$ cat config.mk
export PLATFORM = sky130hd
export DESIGN_NAME = dac_update_sequencer
export DESIGN_NICKNAME = d
export VERILOG_FILES = /design/src/rtl/dac_update_sequencer.sv
export SDC_FILE = /design/constraint.sdc
export NUM_CORES = 1
export LEC_CHECK = 0
export ABC_AREA = 1
export CORE_ASPECT_RATIO = 1.1
export CORE_UTILIZATION = 30
export CTS_CLUSTER_DIAMETER = 120
export DETAILED_ROUTE_END_ITERATION = 8
export HOLD_SLACK_MARGIN = 0.1
export PLACE_DENSITY = 0.59
export SKIP_CTS_REPAIR_TIMING = 1
export SYNTH_ARGS = -nofsm -noshare
export SYNTH_HDL_FRONTEND = slang
export SYNTH_SLANG_ARGS = --single-unit
$ cat constraint.sdc
create_clock -name i_clk -period 1.45 [get_ports i_clk]
set_input_delay 0.29 -clock i_clk [delete_from_list [all_inputs] [get_ports i_clk]]
set_output_delay 0.29 -clock i_clk [all_outputs]
set_load 0.02 [all_outputs]
$ cat src/rtl/dac_update_sequencer.sv
// dac_update_sequencer
// Holds four 8-bit channel setpoints written over a valid/ready port and
// packs them into the 32-bit word {ch3, ch2, ch1, ch0} for the dual-DAC SPI
// serializer. It issues the serializer's active-low start strobe and keeps the
// word stable for a whole frame. Commits that arrive while a frame is in
// flight are merged into a single follow-up frame.
//
// Optional feature, selected at compile time:
//   DAC_SLEW_EN - each frame moves every channel at most SLEW_STEP codes toward
//                 its target. Frames repeat on their own until all channels
//                 reach their targets.
//                 When DAC_SLEW_EN is not defined, every frame copies the
//                 targets directly.

module dac_update_sequencer #(
   parameter int CS_HOLD     = 64,
   parameter int BUSY_CYCLES = 2400,
   parameter int SLEW_STEP   = 4
) (
   input  logic        i_clk,
   input  logic        i_rst_n,
   input  logic        i_wr_valid,
   output logic        o_wr_ready,
   input  logic [1:0]  i_wr_ch,
   input  logic [7:0]  i_wr_code,
   input  logic        i_commit,
   output logic [31:0] o_data,
   output logic        o_CS,
   output logic        o_busy,
   output logic [15:0] o_frames
);

`ifdef DAC_SLEW_EN
   localparam bit SLEW_EN = 1'b1;
`else
   localparam bit SLEW_EN = 1'b0;
`endif

   // A step of 255 covers every possible 8-bit distance, so the slew path
   // collapses into a plain copy when limiting is compiled out.
   localparam logic [7:0] STEP8 = SLEW_EN ? 8'(SLEW_STEP) : 8'd255;

   // The STROBE and WAIT phases share one down-counter.
   localparam int CNT_MAX = (CS_HOLD > BUSY_CYCLES) ? CS_HOLD : BUSY_CYCLES;
   localparam int CNT_W   = $clog2(CNT_MAX + 1);

   typedef enum logic [1:0] {
      S_IDLE,
      S_LOAD,
      S_STROBE,
      S_WAIT
   } state_t;

   state_t           state;
   logic [CNT_W-1:0] cnt;
   logic             pending;
   logic [7:0]       tgt_code [4];
   logic [7:0]       out_code [4];
   logic [7:0]       nxt_code [4];
   logic             converged;
   logic             wr_fire;

   assign wr_fire = i_wr_valid & o_wr_ready;

   // Code each channel takes on the LOAD edge, and whether every channel then matches its target.
   always_comb begin
      // NOTE: every variable gets a default before any branch so that no path leaves it unassigned, which would infer a latch.
      converged = 1'b1;
      for (int k = 0; k < 4; k++) begin
         nxt_code[k] = tgt_code[k];
         if (tgt_code[k] > out_code[k]) begin
            if (tgt_code[k] - out_code[k] > STEP8) nxt_code[k] = out_code[k] + STEP8;
         end else if (out_code[k] - tgt_code[k] > STEP8) begin
            nxt_code[k] = out_code[k] - STEP8;
         end
         if (nxt_code[k] != tgt_code[k]) converged = 1'b0;
      end
   end

   // Frame sequencer, setpoint registers and all registered outputs.
   always_ff @(posedge i_clk or negedge i_rst_n) begin
      if (!i_rst_n) begin
         state      <= S_IDLE;
         cnt        <= '0;
         pending    <= 1'b0;
         o_frames   <= '0;
         o_data     <= '0;
         // Reset sets the strobe flop, so o_CS goes high as soon as reset asserts and cannot pulse low.
         o_CS       <= 1'b1;
         o_busy     <= 1'b0;
         o_wr_ready <= 1'b1;
         // NOTE: these eight bytes are small flop arrays that must come out of reset at zero, so they are reset explicitly; a real RAM would not be reset this way.
         for (int k = 0; k < 4; k++) begin
            tgt_code[k] <= '0;
            out_code[k] <= '0;
         end
      end else begin
         // NOTE: state is updated with non-blocking assignments only, so every read in this block sees the value from before the edge.
         if (wr_fire) tgt_code[i_wr_ch] <= i_wr_code;

         o_data <= {out_code[3], out_code[2], out_code[1], out_code[0]};
         o_busy <= (state != S_IDLE);
         o_CS   <= (state != S_STROBE);

         if (i_commit) pending <= 1'b1;

         case (state)
            S_IDLE: begin
               if (pending | i_commit) begin
                  state      <= S_LOAD;
                  o_wr_ready <= 1'b0;
               end
            end
            S_LOAD: begin
               for (int k = 0; k < 4; k++) out_code[k] <= nxt_code[k];
               o_frames   <= o_frames + 16'd1;
               o_wr_ready <= 1'b1;
               cnt        <= CNT_W'(CS_HOLD - 1);
               state      <= S_STROBE;
               // A commit on this same edge wins over the clear. An unconverged slew also requests another frame.
               pending    <= i_commit | ~converged;
            end
            S_STROBE: begin
               if (cnt == '0) begin
                  cnt   <= CNT_W'(BUSY_CYCLES - 1);
                  state <= S_WAIT;
               end else begin
                  cnt <= cnt - 1'b1;
               end
            end
            S_WAIT: begin
               if (cnt == '0) state <= S_IDLE;
               else           cnt   <= cnt - 1'b1;
            end
            default: state <= S_IDLE;
         endcase
      end
   end

endmodule
* Word level (Yosys, flattened, before mapping)
Cells that the tools add are included.
Storage, ports and cells: bits in registers 130, input bits 14, output and inout bits 51, word-level logic and storage cells 105
Cells by class: $add $sub $neg 18, magnitude comparators 14, equal/unequal tests 12, muxes and demuxes 30, bitwise logic cells 5, reduce and logical (&&, ||, !) cells 10
Operator list (number):
- 8-bit two-way mux | 13
- 8-bit greater-than comparator (second input constant) | 8
- 8-bit subtractor | 8
- 12-bit case mux with 3 select lines | 1
- 8-bit adder (second input constant) | 4
- 32-bit bitwise mux | 1
- 8-bit greater-than comparator | 4
- 8-bit inequality test | 4
- 8-bit subtractor (second input constant) | 4
- 12-bit two-way mux | 2
- 16-bit by 1-bit adder with 16-bit output (second input constant) | 1
- 8-bit demux with 2-bit select | 1
- 12-bit zero test | 1
- 12-bit by 1-bit subtractor with 12-bit output (second input constant) | 1
- 2-bit inequality test (second input constant) | 5
- 2-bit case mux with 4 select lines | 1
- 1-bit two-way mux | 7
- 2-bit two-way mux | 3
- 2-bit nonzero test | 3
- 2-bit equality test (second input constant) | 2
- 2-bit AND reduction | 2
- 3-bit >= comparator (second input constant) | 1
- 3-bit by 1-bit < comparator with 1-bit output (second input constant) | 1
- 2-bit NOT with 3-bit output | 1
- other kinds (9) | 10

* Depth between registers and ports, before layout
Gate-level depths: netlist (run 1).
word-level depth 12, mapped depth 11, mapped depth without buffers 11

* Worst setup path before layout (run 1)
No wires, ideal clock.
kind reg2reg, start reg state[1], end reg o_frames[13], setup time 0.117 ns, data arrival time 1.373 ns, required time 1.333 ns, path slack -0.041 ns, cell stages (with the launch flop) 11, clock period less this slack 1.491 ns, cells stage by stage dfrtp_1 > inv_1 > ha_1 > buf_4 > inv_2 > nor3_4 > nand2_4 > nor2_4 > nand2_1 > nand2_1 > nand2_1
On the way: word-level cells in the longest chain between the ends 1
RTL lines:
- start, declared | line 54 | state_t state;
- start signal, assigned | line 83 | state <= S_IDLE;
- start signal, assigned | line 110 | state <= S_LOAD;
- start signal, assigned | line 119 | state <= S_STROBE;
- 2-bit by 1-bit equality test with 1-bit output | line 107 | case (state)
- end signal, assigned | line 116 | o_frames <= o_frames + 16'd1;
- end, declared | line 30 | output logic [15:0] o_frames
Every way passes these cells. A chain may end at the register's enable or synchronous reset.

* Worst setup path in the final report (run 1)
start reg cnt[0], end reg cnt[3]
On the way: word-level cells in the longest chain between the ends 3, elaborated cells on any way between the ends 7, classes of those cells 1 x add/sub; 1 x eq/ne; 3 x mux; 2 x reduce/logical
RTL lines:
- start, declared | line 55 | logic [CNT_W-1:0] cnt;
- start signal, assigned | line 118 | cnt <= CNT_W'(CS_HOLD - 1);
- start signal, assigned | line 125 | cnt <= CNT_W'(BUSY_CYCLES - 1);
- start signal, assigned | line 128 | cnt <= cnt - 1'b1;
- 12-bit by 1-bit subtractor with 12-bit output / 12-bit zero test (equally long branches)
- 12-bit two-way mux (tied with other cells) | line 132 | if (cnt == '0) state <= S_IDLE;
- 12-bit case mux with 3 select lines / 2-bit AND reduction (equally long branches)
Parallel ways exist; a longest one is shown, timed or not. The select of a mux whose other input is x is not followed.

==> results of run 1 <==
## synthesized netlist by cell type, types with 3 or more instances
library cell	count
clkbuf_1	6
dfrtp_1	128
xnor2_1	3
nor2_2	3
o21ai_1	16
xor2_1	7
nand2_2	5
a21oi_1	8
buf_2	4
nand4_1	8
nor2_1	38
nand2_1	181
inv_2	8
o21ai_0	23
nor2_4	4
ha_1	8
inv_1	38
nand3_1	21
nor3_1	4
## per-layer routing
layer	vias to the layer above	wire, um	share of wire [%]
li1	1880	-	-
met1	1802	5017	45
met2	78	5527	49
met3	23	398	3.5
met4	0	307	2.7
met5	-	0	0
## cells by family after synthesis
logic type               share of synthesized area [%]
flip-flops                                       63.70
buffers and inverters                            4.504
adder cells (fa/ha/maj)                          1.958
XOR/XNOR                                         1.714
AND/OR/NAND/NOR                                  23.40
AO/OA/AOI/OAI                                    4.725
## power by group
group / internal (W) / switching [W]
combinational: 0.0000609 / 0.000104
clock: 0.00260 / 0.00165
sequential: 0.00363 / 0.0000000000000000000219
total: 0.00629 / 0.00176
## registers in the layout, summed over array words and instances (netlist names)
signal	count
o_data	32
out_code	32
tgt_code	32
o_frames	16
cnt	12
state	2
o_CS	1
o_busy	1
o_wr_ready	1
pending	1
## worst max-delay path: stages, from the launching register on
cell and delay [ns]:
dfrtp_1 0.37, inv_2 0.06, ha_4 0.16, buf_4 0.13, buf_6 0.11, nand2_4 0.06, nor2_4 0.04, nand3_4 0.12
nand2_4 0.10, buf_6 0.13, o21ai_1 0.11, nand2_1 0.06
## area by class of cell
type / instances / area [um^2]
multi-input cells: 338 / 1735
clock inverters: 13 / 148.9
clock buffers: 18 / 439.2
inverters: 47 / 186.4
repair buffers: 105 / 1137
well taps: 204 / 255.2
fillers: 1519 / 9331
flip-flops and latches: 130 / 3258
## worst max path at each step
stage	from	endpoint	slack, ns	depth (start not counted)
2_1_floorplan	state[1]	o_frames[13]	-0.02	10
3_3_place_gp	i_wr_valid	tgt_code[25]	-0.09	7
3_5_place_dp	i_wr_valid	tgt_code[25]	-0.12	7
4_1_cts	o_wr_ready	o_wr_ready	-0.41	1
5_1_grt	cnt[1]	cnt[9]	-0.20	11
6_report	cnt[0]	cnt[3]	-0.11	11
## through the flow
step                      setup slack (ns)  utilization [%]  total power, W   TNS, ns
after floorplan                   -0.01672                -        0.003707  -0.01672
after global placement            -0.08834            37.80        0.003859    -2.165
after detailed placement           -0.1242            37.80        0.003864    -2.711
after CTS                          -0.4102            41.36        0.008137    -12.80
after global routing               -0.1993            43.42        0.008331    -2.687
final                              -0.1079            43.42        0.008043   -0.8029
==> out/results.txt, run 1 <==
vias in the first global route: 3746
Async SR Flop Fraction: 100.0%
worst vdd ir: 0.0007910 V
reg2reg start: cnt[0]
fmax: 641.9 MHz
yosys warns: 0
Cell Area, Placed: 0.006233 mm^2
DRT iter0 DRCs: 214
TritonCTS clock tree: built
M1 GR Usage: 17.10%
Setup CP Type: reg -> reg
total leakage power: 4.396 nW
outcome: finished, violations left
ranking of synthesized cells by area: dfrtp_1 63%, nand2_1 13%, inv_1 2.8%
Max Slew Vio Count: 0
fin cells: 855
maximum clock insertion buffer count: 2
GP Congestion: 0.8157
post-route cell area: 0.007161 mm^2
syn nets: 549
initial core utilization: 30.99%
sequential fraction of the synthesis area: 63.70%
Vert. Die Dim: 138.9 um
most common flop cell mapped by yosys: dfrtp_1
R2R Path End: cnt[3]
Worst Path Max Fanout: 7
Synth Register Bits: 130
commonest non-fill, non-tap cell in the layout: nand2_1
met3 Track Usage GR: 3.125%
share of cells above drive strength 1: 20.12%
vias per inst: 4.425
Yosys cell types: 31
setup ws final: -0.1079 ns
Period minus WS final: 1.558 ns
Synth Instances: 527
FF-to-FF path depth: 11
H-tree level count: 4
Final Net Count: 661
P&R area growth vs syn: 40.10%
average wire per standard cell: 13.16 um
Max Cap Viol: 0
via count: 3783
RSZ-0062 raised after global routing: yes
Avg Synthesized Cell Area: 9.699 um^2
register-to-register setup slack: -0.11 ns
commonest non-fill, non-tap cells in the layout: 174 x nand2_1, 126 x dfrtp_1, 48 x dlymetal6s2s_1
Horiz. Die Dim: 126.5 um
Post-Route Skew: 0.006866 ns
met2 global-route usage: 20.79%
HP Class: in -> async
Yosys top cell area share: 62.67%
Post-DP HPWL: 7666 um
GR peak layer: met2
ant diodes: 0
clock slew at reported path FFs: 0.06 ns
Placed Cells: 814
gr ovfl total: 0
Ports: 65
initial antenna violation count: 0
die area: 0.01756 mm^2
CP Launch Type: flop
Hold WS: 0.3345 ns
clock root cell: clkbuf_16
crit end category: flop
Tot GR Track Use: 13.42%
drt drc: 0
FP Rows: 49
Post-synth EDFFs: 0
core area: 0.01649 mm^2
largest net degree at the start of global routing: 40
area leader, netlist: dfrtp_1
Clock Latency Late Sink: 0.41 ns
Clock Sink Count: 130
period utilization: 107.4%
failing checks: negative setup slack
drt pass-1 iters: 4
cell area power density: 1123 mW/mm^2
CTS buffer count: 17
Max-slew headroom: 76.93%
Arrival @ worst endpoint: 1.86 ns
CP Data Required Time: 1.75 ns
global-route wire length before repair: 18460 um
endpoints failing hold: 0
ANT nets after route: 0
final WL: 11250 um
Final Setup Violations: 14
slew at the pin closest to its max-slew limit: 0.3460 ns
number of I/O port buffers: 64
mapped cell area: 0.005111 mm^2
No activity file was read; power rests on OpenSTA's default activity.
==> run 2: changes to the inputs <==
SETUP_SLACK_MARGIN = 0.3   (was unset)
==> run 2 against run 1 <==
Compared with the run above: sequential power is essentially flat; clock skew shrank 0.0010 ns; clock power shrank 4%; the flow still finishes with violations (negative setup slack); via count grew 5.5%; cell count grew 2.9%; worst setup slack gained 0.049 ns; register-to-register slack gained 0.05 ns; sequential share of layout area shrank 3.4 points; hold slack gained 0.0076 ns; utilization grew 3.8 points; power shrank 1.7%; routed wire length grew 12%.
==> out/results.txt, run 2 (synthesis results as in run 1) <==
gr ovfl total: 0
FP Rows: 49
Regs by FF count: o_data x32, out_code x32, tgt_code x32
commonest non-fill, non-tap cell in the layout: nand2_1
largest net degree at the start of global routing: 46
via count: 3992
Final Core Density: 47.18%
H-tree level count: 4
Vert. Die Dim: 138.9 um
DRT iter0 DRCs: 267
outcome: finished, violations left
Ports: 65
RSZ-0062 raised after global routing: yes
average wire per standard cell: 14.30 um
Post-DP HPWL: 7641 um
Worst Path Max Fanout: 4
Max Slew Vio Count: 0
Setup CP Type: reg -> reg
number of I/O port buffers: 64
vias per inst: 4.536
period utilization: 104.0%
Clock Sink Count: 130
HP Class: in -> async
share of cells above drive strength 1: 43.20%
vias in the first global route: 3842
Period minus WS final: 1.508 ns
ant diodes: 0
CP Data Required Time: 1.74 ns
core area: 0.01649 mm^2
global-route wire length before repair: 18870 um
Power Total: 0.007906 W
P&R area growth vs syn: 52.24%
TritonCTS clock tree: built
Max-slew headroom: 73.03%
Final Net Count: 685
initial core utilization: 30.99%
setup ws final: -0.05847 ns
Tot GR Track Use: 13.66%
setup TNS: -0.2679 ns
commonest non-fill, non-tap cells in the layout: 137 x nand2_1, 114 x dfrtp_1, 63 x buf_6
fmax: 662.9 MHz
die area: 0.01756 mm^2
Clock Latency Late Sink: 0.41 ns
Post-Route Skew: 0.005821 ns
cell area power density: 1016 mW/mm^2
Arrival @ worst endpoint: 1.80 ns
Hold WS: 0.3421 ns
endpoints failing hold: 0
final WL: 12580 um
drt drc: 0
total leakage power: 3.850 nW
clock slew at reported path FFs: 0.06 ns
clock root cell: clkbuf_16
Setup WS pre-CTS: -0.07731 ns
initial antenna violation count: 0
CP Launch Type: flop
Horiz. Die Dim: 126.5 um
drt pass-1 iters: 6
Max Cap Viol: 0
slew at the pin closest to its max-slew limit: 0.4046 ns
ANT nets after route: 0
crit end category: flop
failing checks: negative setup slack
GP Congestion: 0.8019
CTS buffer count: 17
Final Setup Violations: 7
worst vdd ir: 0.0007978 V
maximum clock insertion buffer count: 2
-- run 2: cell count changes in the layout (fill, tap and decap cells not counted), moves of 8 or more --
cell / before / now
buf_4: 28 / 37
buf_6: 9 / 63
dfrtp_1: 126 / 114
dfrtp_2: 2 / 14
dlymetal6s2s_1: 48 / 0
nand2_1: 174 / 137
nand2_2: 10 / 38
nand2_4: 4 / 12
o21ai_0: 21 / 1
o21ai_2: 4 / 18
-- run 2: metal layers --
metal | share of wire, % | up-vias | wire, um | GRT usage, %
li1 | - | 1941 | - | -
met1 | 44 | 1972 | 5546 | 17.23
met2 | 50 | 66 | 6328 | 21.98
met3 | 4.0 | 13 | 503 | 3.627
met4 | 1.6 | 0 | 202 | 6.088
met5 | 0 | - | 0 | 0
-- run 2: power by group --
part / internal (W) / switching, W
clock network: 0.00242 / 0.00167
logic: 0.0000599 / 0.000129
registers: 0.00363 / 0.0000000000000000000324
total: 0.00611 / 0.00180
-- run 2: path summary, 6_finish.rpt --
kind	startpoint	endpoint	slack, ns	depth (start not counted)
max in group asynchronous	i_rst_n	o_CS	0.52	3
setup reg to reg	cnt[0]	state[1]	-0.06	12
min in group i_clk	out_code[16]	o_data[8]	0.37	0
hold / removal	i_rst_n	cnt[1]	0.34	2
setup / recovery	cnt[0]	state[1]	-0.06	12
hold reg to reg	out_code[16]	o_data[8]	0.37	0
-- run 2: cell type report --
cell class,instances,area [um^2]
inverter,47,203.9
multi-input combinational,341,2113
timing repair buffer,126,1365
clock inverter,14,131.4
tap,204,255.2
fill,1517,8711
sequential,130,3273
clock buffer,18,439.2
-- run 2: critical path, stage by stage, from the launching register on --
cell	delay, ns
dfrtp_1	0.38
inv_2	0.09
ha_4	0.14
inv_2	0.03
nor2_2	0.09
nand2_1	0.07
nor2_2	0.14
buf_4	0.13
nand2_1	0.04
nand2_1	0.07
nand2_2	0.07
nor2_1	0.08
a21oi_1	0.05
-- run 2: per-stage QoR --
stage	instances	cell area, um^2
finish	880	7781
global placement	806	6317
global route	880	7781
floorplan	527	5291
detailed placement	806	6317
CTS	838	6888
==> RTL edit 1: new RTL, settings of run 2 <==
The 4 states of `state_t` get a one-hot encoding in 4 bits.
--- a/src/rtl/dac_update_sequencer.sv
+++ b/src/rtl/dac_update_sequencer.sv
@@ -46,7 +46,7 @@
 
-   typedef enum logic [1:0] {
-      S_IDLE,
-      S_LOAD,
-      S_STROBE,
-      S_WAIT
+   typedef enum logic [3:0] {
+      S_IDLE   = 4'b0001,
+      S_LOAD   = 4'b0010,
+      S_STROBE = 4'b0100,
+      S_WAIT   = 4'b1000
    } state_t;
Function: no difference found for any inputs over 4 cycles, from zero or initial values and one cycle with i_rst_n low; so few cycles prove little.
==> RTL edit 1 against run 2 <==
  * First-iteration DRC count shrank 33%
  * Setup slack gained 0.079 ns
  * Wire length grew 5.4%
  * Synthesized cell count grew 1.1%
  * Largest cell class unchanged
  * Count of clock-buffer cells in the layout grew 3
  * Via count grew 3.4%
  * Cell area grew 4.1%
  * Synthesized area grew 0.78%
  * Non-clock buffer count grew 10
  * Sequential cell count grew 2
Power is not compared: it rests on default switching activity, and its combinational part moved more than twofold at a synthesized area within 25%.
==> RTL edit 1: results (changes against run 2) <==
metric,value,unit,change
Pre-antenna DRT Iters,4,,-2
Synth Instances,533,,+1.1%
flop-to-flop setup slack,0.02,ns,+0.08 ns
fillers,1496,,-1.4%
Overall Global Routing Usage,14.4,%,+0.70 points
worst min-delay path class,input pin to async pin,,
top post-synthesis cells by count,"nand2_1 (172), dfrtp_1 (129), o21ai_0 (54)",,
synthesized flop and latch total,132,,+1.5%
routed wl met2,6.67,mm,+5.4%
post-synthesis sequential area ratio,64.2,%,+0.50 points
dominant synthesized flop cell,dfrtp_1,,
Placement Setup Slack,-0.102,ns,-0.0243 ns
vias per cell,4.61,,+1.5%
routability cong.,0.869,,+8.4%
DP Cell Count,824,,+2.2%
CP Max Fanout,6,,+2
WHS,0.346,ns,+0.00423 ns
status,"complete, no violations",,
M1 WL,5.84,mm,+5.4%
Antenna diodes,0,,unchanged
Critical R2R Launch,cnt[1]$_DFFE_PN0P_,,
met3 wire len,453,um,-9.9%
hpwl dp,8.24,mm,+7.8%
Synth Net Count,550,,+0.18%
Final Hold Viols,0,,unchanged
pin count of the biggest net entering global routing,49,,+6.5%
initial drt markers,178,,-33%
clk_skew,0.00670,ns,+0.000879 ns
Top delay family on crit path,simple AND/OR/NAND/NOR gates,,
layout cells sized above 1,45.1,%,+1.9 points
CP arrival,1.78,ns,-0.02 ns
Max IR drop VDD,0.930,mV,
cts bufs inserted,17,,unchanged
vias in the first global route,3890,,+1.2%
Crit path largest cell delay,0.40,ns,+0.02 ns
global-route wire length before repair,19.5,mm,+3.5%
library cells used by synthesis,30,,-3.2%
NumNets Final,696,,+1.6%
Synth area leaders,"dfrtp_1 (63%), nand2_1 (13%), o21ai_0 (5.2%)",,
Vias,4127,,+3.4%
Tcrit/Tclk final,98.6,%,-5.5 points
maximum clock insertion buffer count,2,,unchanged
Least-Margin Pin Slew,0.386,ns,-0.0184 ns
DR WL/cell,14.8,um,+3.5%
[RTL edit 1: layout make-up]
type,count,area (um^2),share of cell area [%]
timing repair buffer,136,1470,18.1
clock buffer,21,470,5.81
tap,204,255,3.15
inverter,51,209,2.58
sequential,132,3320,41.1
clock inverter,11,150,1.85
multi-input combinational,341,2220,27.4
[RTL edit 1: worst paths after layout]
kind,cells past startpoint,endpoint
max,10,cnt[9]$_DFFE_PN0P_
min,2,o_frames[2]$_DFFE_PN0P_
max reg2reg,10,cnt[9]$_DFFE_PN0P_
min reg2reg,0,o_data[13]$_DFF_PN0_
max in group asynchronous,3,out_code[6]$_DFFE_PN0P_
min in group i_clk,0,o_data[13]$_DFF_PN0_
[RTL edit 1: through the flow]
step | TNS [ns] | util, % | power (uW) | area [um^2]
2_1_floorplan | 0 | - | 8150 | 5380
3_3_place_gp | -0.138 | 39.0 | 9790 | 6460
3_5_place_dp | -1.10 | 39.0 | 9930 | 6460
4_1_cts | -13.18 | 42.8 | 14500 | 7080
5_1_grt | -0.783 | 48.9 | 16900 | 8100
6_report | 0 | 48.9 | 16100 | 8100
[RTL edit 1: routing by layer]
| metal | vias up | global-route usage [%] |
|---|---|---|
| li1 | 1988 | - |
| met1 | 2035 | 18.4 |
| met2 | 85 | 23.2 |
| met3 | 19 | 3.08 |
| met4 | 0 | 6.77 |
| met5 | - | 0 |
[RTL edit 1: power by group]
group	total, uW	internal (uW)	switching, uW
clock network	4470	2840	1630
registers	6020	5070	945
logic	5570	2710	2860
[RTL edit 1: cell families after synthesis]
kind of cell               count (synthesis)  share of synthesized area [%]
adders and majority gates                  3                          0.729
and+or+nand+nor                          259                           21.4
buffers and inverters                     64                           5.37
xor gates and xnor gates                  12                           2.04
AOI/OAI and AO/OA                         63                           6.29
DFF                                      132                           64.2
==> RTL edit 2: new RTL, flow settings as in run 2 <==
Made on the original files. Add a define of `DAC_SLEW_EN`.
--- a/src/rtl/dac_update_sequencer.sv
+++ b/src/rtl/dac_update_sequencer.sv
@@ -13,2 +13,4 @@
 //                 targets directly.
+
+`define DAC_SLEW_EN
 
Formal check against the unedited RTL: not equivalent (a bounded check fails within 4 cycles, from zero or initial values and one cycle with i_rst_n low).
==> RTL edit 2 against run 2 <==
  * The flow still finishes with violations (negative setup slack)
  * Cell area grew 120%
  * Sequential share of layout area shrank 23 points
  * Sequential cell count did not move
  * Critical path depth is 7 higher
  * Wire length rose to 3.0 times the old value
  * Clock skew grew 0.0077 ns
  * Setup slack worse by 1.4 ns
  * Count of clock-buffer cells in the layout unchanged
  * Synthesized area rose by 110%
  * Critical path type unchanged
Power is left out: the tool's default activity adds up to more than one toggle a clock period on the data nets, which glitch-free logic cannot reach.
==> RTL edit 2: results (changes against run 2) <==
metric,value,unit,change
status,"complete, but fails checks",,
failing checks,negative setup slack,,
number of H-tree levels,4,,unchanged
CP Max Fanout,7,,+3
DP Cell Count,2408,,+200%
hpwl dp,27.1,mm,+250%
Routed WL,37.6,mm,+200%
final-report setup violation count,58,,+51
M1 WL,16.5,mm,+200%
initial drt markers,772,,+190%
count of non-CTS inverters in the layout,237,,+400%
met3 Use GR,2.44,%,-1.2 points
layout cells sized above 1,42.7,%,-0.50 points
maximum clock insertion buffer count,2,,unchanged
NumNets Final,2148,,+210%
Clock Latency Late Sink,0.43,ns,+0.02 ns
met3 wire len,1.53,mm,+200%
final worst setup slack,-1.43,ns,-1.38 ns
Data buffer area share,23.6,%,+6.1 points
met1 Use GR,25.0,%,+7.8 points
Overall Global Routing Usage,19.1,%,+5.5 points
post-synthesis adder-cell area fraction,9.51,%,+7.5 points
Synth Area in Compound Gates,7.31,%,+2.6 points
dpl cell area,14700,um^2,+130%
post-synthesis sequential area ratio,30.4,%,-33 points
CP max-delay cell,fa_2,,
vias in the first global route,11300,,+190%
XOR/XNOR Fraction of Synth Area,4.09,%,+2.4 points
fin area,17400,um^2,+120%
Synth area leaders,"dfrtp_1 (30%), nand2_1 (18%), nand3_1 (11%)",,
Placement Setup Slack,-1.52,ns,-1.44 ns
Top Registers,"o_data: 32 flops, out_code: 32 flops, tgt_code: 32 flops",,
routability cong.,0.907,,+13%
sequential cell count,130,,unchanged
library cells used by synthesis,50,,+61%
Synth Instances,1587,,+200%
Clock-cell share,3.41,%,-3.9 points
fillers,3283,,+120%
Synth Net Count,1680,,+210%
grt met2 use,32.5,%,+11 points
multi-input combinational area share,45.7,%,+19 points
Repair and plain buffers,471,,+270%
multiplexer share of the synthesized area,0,%,unchanged
clk_skew,0.0135,ns,+0.00767 ns
Seq area share,18.8,%,-23 points
Crit path largest cell delay,0.52,ns,+0.14 ns
vias per cell,4.85,,+6.8%
P&R area growth vs syn,62.9,%,
Fin Setup TNS,-39.84,ns,-39.57 ns
pin count of the biggest net entering global routing,45,,-2.2%
slew margin rel.,65.5,%,-7.5 points
CP arrival,3.21,ns,+1.41 ns
routed wl met2,18.7,mm,+190%
Vias,12200,,+200%
clock root buffer,clkbuf_16,,
#MultiIn Comb,1198,,+250%
top post-synthesis cells by count,"nand2_1 (514), nand3_1 (232), inv_1 (230)",,
RTL edit 2: cell types whose count changed after synthesis, sizes merged, moves of 24 or more:
cell   change
inv      +190
nand3    +222
o21ai     +52
nand4     +24
nor2      +41
ha        +67
xor2      +36
nand2    +345
RTL edit 2: path summary, 6_finish.rpt:
check                           cells after the start                        to                startpoint  slack, ns
worst max register to register                     19       pending$_DFFE_PN0P_   tgt_code[0]$_DFFE_PN0P_      -1.43
worst min register to register                      1       o_data[7]$_DFF_PN0_  out_code[31]$_DFFE_PN0P_       0.48
max in group asynchronous                           3    o_wr_ready$_DFFE_PN1P_                   i_rst_n       0.56
worst min-delay path                                2  o_frames[10]$_DFFE_PN0P_                   i_rst_n       0.29
min in group i_clk                                  1       o_data[7]$_DFF_PN0_  out_code[31]$_DFFE_PN0P_       0.48
worst max-delay path                               19       pending$_DFFE_PN0P_   tgt_code[0]$_DFFE_PN0P_      -1.43
